--- config.mk ---
export PLATFORM = sky130hd
export DESIGN_NAME = traffic_intersection_ctrl
export DESIGN_NICKNAME = d
export VERILOG_FILES = /design/src/rtl/tl_pkg.sv /design/src/rtl/traffic_intersection_ctrl_phase_timer.sv /design/src/rtl/traffic_intersection_ctrl.sv
export SDC_FILE = /design/constraint.sdc
export NUM_CORES = 1
export LEC_CHECK = 0
export ABC_AREA = 1
export CORE_AREA = 2 2 41 43
export CTS_CLUSTER_DIAMETER = 40
export DETAILED_ROUTE_END_ITERATION = 10
export DIE_AREA = 0 0 43 45
export PLACE_DENSITY_LB_ADDON = 0.1
export RECOVER_POWER = 50
export SYNTH_ARGS = -nofsm -noshare
export SYNTH_HDL_FRONTEND = slang
export SYNTH_HIERARCHICAL = 1
export SYNTH_SLANG_ARGS = --single-unit
--- constraint.sdc ---
create_clock -name clk -period 2.6 [get_ports clk]
set_input_delay 0.52 -clock clk [delete_from_list [all_inputs] [get_ports clk]]
set_output_delay 0.52 -clock clk [all_outputs]
set_load 0.02 [all_outputs]
--- src/rtl/tl_pkg.sv ---
// rtl/tl_pkg.sv - shared state encoding and timer sizing for traffic_intersection_ctrl
package tl_pkg;

    typedef enum logic [2:0] {
        NS_GREEN  = 3'd0,
        NS_YELLOW = 3'd1,
        RED_TO_EW = 3'd2,
        EW_GREEN  = 3'd3,
        EW_YELLOW = 3'd4,
        RED_TO_NS = 3'd5,
        NIGHT_ON  = 3'd6,
        NIGHT_OFF = 3'd7
    } tl_state_e;

    function automatic int max_duration(input int a, input int b, input int c,
                                        input int d, input int e);
        int m;
        m = a;
        if (b > m) m = b;
        if (c > m) m = c;
        if (d > m) m = d;
        if (e > m) m = e;
        return m;
    endfunction

endpackage

--- src/rtl/traffic_intersection_ctrl_phase_timer.sv ---
// rtl/traffic_intersection_ctrl_phase_timer.sv - loadable down-counter that times each phase
module phase_timer #(
    parameter int               CNT_W       = 5,
    parameter logic [CNT_W-1:0] RESET_VALUE = '0
) (
    input  logic             clk,
    input  logic             rst_n,
    input  logic             load,
    input  logic [CNT_W-1:0] load_value,
    output logic [CNT_W-1:0] count,
    output logic             zero
);

    logic [CNT_W-1:0] count_q;
    logic [CNT_W-1:0] count_d;

    always_comb begin
        count_d = count_q;
        if (load) begin
            count_d = load_value;
        end else if (count_q != '0) begin
            count_d = count_q - CNT_W'(1);
        end
    end

    always_ff @(posedge clk or negedge rst_n) begin
        if (!rst_n) begin
            count_q <= RESET_VALUE;
        end else begin
            count_q <= count_d;
        end
    end

    assign count = count_q;
    assign zero  = (count_q == '0);

endmodule

--- src/rtl/traffic_intersection_ctrl.sv ---
// rtl/traffic_intersection_ctrl.sv - two-road lamp sequencer with pedestrian walk and night flash
module traffic_intersection_ctrl
    import tl_pkg::*;
#(
    parameter int T_GREEN     = 20,
    parameter int T_YELLOW    = 10,
    parameter int T_ALLRED    = 4,
    parameter int T_MIN_GREEN = 8,
    parameter int T_WALK      = 12,
    parameter int T_FLASH     = 5
) (
    input  logic       clk,
    input  logic       rst_n,
    input  logic       ped_req,
    input  logic       night_mode,
    output logic       ns_red,
    output logic       ns_yellow,
    output logic       ns_green,
    output logic       ew_red,
    output logic       ew_yellow,
    output logic       ew_green,
    output logic       ped_walk,
    output logic [2:0] phase
);

    localparam int CNT_W = $clog2(max_duration(T_GREEN, T_YELLOW, T_ALLRED, T_WALK, T_FLASH) + 1);

    localparam logic [CNT_W-1:0] LD_GREEN  = CNT_W'(T_GREEN - 1);
    localparam logic [CNT_W-1:0] LD_YELLOW = CNT_W'(T_YELLOW - 1);
    localparam logic [CNT_W-1:0] LD_ALLRED = CNT_W'(T_ALLRED - 1);
    localparam logic [CNT_W-1:0] LD_WALK   = CNT_W'(T_WALK - 1);
    localparam logic [CNT_W-1:0] LD_FLASH  = CNT_W'(T_FLASH - 1);
    // Timer value at which T_MIN_GREEN green cycles have elapsed, counting the current one.
    localparam logic [CNT_W-1:0] GREEN_CUT = CNT_W'(T_GREEN - T_MIN_GREEN);

    tl_state_e        state_q, state_d;
    logic             ped_pending_q, ped_pending_d;
    logic             walk_flag_q, walk_flag_d;
    logic             advance;
    logic             green_cut;
    logic [CNT_W-1:0] load_value;
    logic [CNT_W-1:0] timer_count;
    logic             timer_zero;

    phase_timer #(
        .CNT_W       (CNT_W),
        .RESET_VALUE (LD_ALLRED)
    ) u_phase_timer (
        .clk        (clk),
        .rst_n      (rst_n),
        .load       (advance),
        .load_value (load_value),
        .count      (timer_count),
        .zero       (timer_zero)
    );

    assign green_cut = (state_q == NS_GREEN || state_q == EW_GREEN) && ped_pending_q
                       && (timer_count <= GREEN_CUT);
    assign advance   = timer_zero || green_cut;

    always_comb begin
        state_d       = state_q;
        load_value    = '0;
        walk_flag_d   = walk_flag_q;
        ped_pending_d = ped_pending_q | ped_req;

        if (advance) begin
            case (state_q)
                NS_GREEN:  state_d = NS_YELLOW;
                NS_YELLOW: state_d = RED_TO_EW;
                RED_TO_EW: state_d = night_mode ? NIGHT_ON : EW_GREEN;
                EW_GREEN:  state_d = EW_YELLOW;
                EW_YELLOW: state_d = RED_TO_NS;
                RED_TO_NS: state_d = night_mode ? NIGHT_ON : NS_GREEN;
                NIGHT_ON:  state_d = NIGHT_OFF;
                NIGHT_OFF: state_d = night_mode ? NIGHT_ON : RED_TO_NS;
                default:   state_d = RED_TO_NS;
            endcase

            walk_flag_d = 1'b0;
            case (state_d)
                NS_GREEN, EW_GREEN:   load_value = LD_GREEN;
                NS_YELLOW, EW_YELLOW: load_value = LD_YELLOW;
                RED_TO_EW, RED_TO_NS: begin
                    // A pending request stretches the clearance into a walk; a press on this same edge stays latched.
                    if (ped_pending_q) begin
                        load_value    = LD_WALK;
                        walk_flag_d   = 1'b1;
                        ped_pending_d = ped_req;
                    end else begin
                        load_value    = LD_ALLRED;
                    end
                end
                default:              load_value = LD_FLASH;
            endcase
        end
    end

    always_ff @(posedge clk or negedge rst_n) begin
        if (!rst_n) begin
            state_q       <= RED_TO_NS;
            ped_pending_q <= 1'b0;
            walk_flag_q   <= 1'b0;
        end else begin
            state_q       <= state_d;
            ped_pending_q <= ped_pending_d;
            walk_flag_q   <= walk_flag_d;
        end
    end

    always_comb begin
        ns_red    = 1'b0;
        ns_yellow = 1'b0;
        ns_green  = 1'b0;
        ew_red    = 1'b0;
        ew_yellow = 1'b0;
        ew_green  = 1'b0;
        ped_walk  = 1'b0;
        case (state_q)
            NS_GREEN:  begin ns_green  = 1'b1; ew_red    = 1'b1; end
            NS_YELLOW: begin ns_yellow = 1'b1; ew_red    = 1'b1; end
            EW_GREEN:  begin ew_green  = 1'b1; ns_red    = 1'b1; end
            EW_YELLOW: begin ew_yellow = 1'b1; ns_red    = 1'b1; end
            RED_TO_EW, RED_TO_NS: begin
                ns_red   = 1'b1;
                ew_red   = 1'b1;
                ped_walk = walk_flag_q;
            end
            NIGHT_ON:  begin ns_yellow = 1'b1; ew_yellow = 1'b1; end
            default:   ;
        endcase
    end

    assign phase = state_q;

endmodule

==> results_dict.tcl <==
set metrics [dict create \
    grt_remaining_overflow 0 \
    numCtsBuffers 3 \
    yosys-top-cells-area "dfrtp_1 (20%), nand2_1 (16%), dfstp_2 (14%)" \
    synth_area_um2 754 \
    synth_top_area_share_pct 19.9 \
    crit_path_start_kind "flip-flop" \
    antenna_found_initial 0 \
    grt_usage_pct 19.3 \
    cap_violations 0 \
    critical_path.cell_chain "nand2_1, inv_2, o21ai_1, nor2_1, clkdlybuf4s50_1" \
    synth_area_leader_cell "dfrtp_1" \
    arrival_ns 1.89 \
    hold_violations 0 \
    wl_um 1590 \
    async_flop_share_pct 100 \
    critPathLaunch "phase[0]" \
    whs_path_depth 2 \
    num_vias 733 \
    fp.dieW_um 43 \
    synth_cells 114 \
    dieArea_um2 1940 \
    utilization_pct 62.6 \
    row_count 14 \
    drv_slew 0 \
    hp-start "walk_flag_q" \
    cts_sinks 10 \
    core_um2 1470 \
    cts_tree "yes" \
    stdcell_count 147 \
    yosysWarnings 6 \
    crit_type "flip-flop to output pin" \
    port_buffers 13 \
    gp_congestion 0.882 \
    post-cts-setup-buffers 0 \
    hpwl_um 1260 \
    outcome "completed" \
    first_pass_iters 4 \
    rsz0062_at_grt "false" \
    hp-class "flip-flop to flip-flop" \
    fin_tns_setup_ns 0 \
    finalCriticalPeriod_ns 2.41 \
    synth.avg_cell_area_um2 6.62 \
    tightest_slew_ns 0.570 \
    final_common_cell "nand2_1" \
    finalClockSkew_ns 0.00366 \
    crit_fanout 8 \
    io_pins 14 \
    insertion_delay_ns 0.27 \
    rr_worst_depth 12 \
    grt_pass1_wl_um 2750 \
    drc 0 \
    synth_fp_nets 119 \
    drtAntennaViolNets 0 \
    via_per_inst 4.99 \
    drive_gt1_share_pct 16.8 \
    slowest_delay_ns 0.60 \
    required_ns 2.08 \
    drtIter0Drc 8 \
    diodes 0 \
    syn_to_final_growth_pct 22.1 \
    synth_ff_type "dfrtp_1" \
    root_buffer "clkbuf_4" \
    fin_nets 137 \
    r2r-start "u_phase_timer/count[0]" \
    fmax_ghz 0.416 \
    dp.cells 143 \
    htree_levels 1 \
    synth_seq_cells 10 \
    ys_seq_area_share_pct 33.8 \
    cts.clk_slew.worst_paths_ns 0.07 \
    period_share_pct 92.5 \
    grt_max_degree 18 \
    relSlewSlack_pct 61.9 \
    wl_per_cell_um 10.8 \
    dieHeight_um 45 \
    worst_path_max_delay_cell "clkdlybuf4s50_1" \
    synth.distinct_cells 22 \
    clock_path_buffers 2 \
    finalSetupViolCount 0 \
    hold_buffers 0 \
    worstSetupEndpointType "output pin" \
    grt_pass1_vias 690 \
    final_cell_mix "nand2_1 (33), nor2_1 (15), inv_1 (15)" \
    synth_edf_count 0 \
    start_util_pct 51.3 \
]
final timing paths:
path	slack (ns)	to
max	0.19	ped_walk
min	0.50	walk_flag_q
max reg2reg	0.42	u_phase_timer/count[1]
min reg2reg	0.50	walk_flag_q
max in group asynchronous	1.61	phase[2]
min in group asynchronous	0.64	u_phase_timer/count[3]
layout make-up:
cell class / count / area, µm²
fillers: 151 / 551
well taps: 16 / 20.0
flip-flops and latches: 10 / 255
clock buffers: 4 / 26.3
repair buffers: 13 / 133
multi-input cells: 82 / 402
inverters: 22 / 85.1
timing repair:
item / in CTS / in global routing
setup endpoints to repair: 0 / 1
gates resized for setup: 0 / 1
hold endpoints to repair: 0 / 0
critical path, delay by kind of cell (launching register included):
family,cells,cell delay (ns)
buffers and inverters,2,0.70
flip-flops,1,0.59
AO/OA/AOI/OAI,1,0.09
AND/OR/NAND/NOR,2,0.23
per-stage QoR:
step | setup slack (ns) | area (µm²) | hold slack [ns]
finish | 0.195 | 921 | 0.497
global route | 0.0559 | 921 | 0.545
CTS | 0.133 | 931 | 0.500
detailed placement | 0.438 | 905 | 0.486
global placement | 0.463 | 905 | 0.476
floorplan | 0.643 | 754 | 0.224
cells by family after synthesis:
family / Yosys count / share of synthesized area [%]
AND/OR/NAND/NOR: 63 / 40.1
buffers and inverters: 22 / 11.3
AO/OA/AOI/OAI: 17 / 11.9
flip-flops: 10 / 33.8
XOR/XNOR: 1 / 1.16
adder cells (fa/ha/maj): 1 / 1.66
synth_stat cells, types with 2 or more instances:
| cell type | number |
|---|---|
| nand3_2 | 2 |
| nand3b_1 | 2 |
| nor2_4 | 2 |
| nand2_2 | 3 |
| nor2_1 | 15 |
| dfstp_2 | 4 |
| dfrtp_1 | 6 |
| o21ai_0 | 8 |
| o21ai_1 | 5 |
| nand3_1 | 4 |
| nand2_1 | 32 |
| inv_1 | 15 |
| a21oi_1 | 2 |
| inv_2 | 6 |
registers in the layout, indices dropped and copies added, names as in the netlist:
name                 count
walk_flag_q              1
u_phase_timer/count      5
phase                    3
ped_pending_q            1
routing by layer:
layer / up-vias / GRT usage, % / wire length (µm)
met4: 0 / 5.45 / 17
li1: 388 / - / -
met1: 325 / 22.1 / 710
met3: 4 / 7.20 / 75
met2: 16 / 34.2 / 789
met5: - / 0 / 0
Power is not shown: default switching activity piles up to over one toggle a cycle in this logic, so the estimate is an artifact.
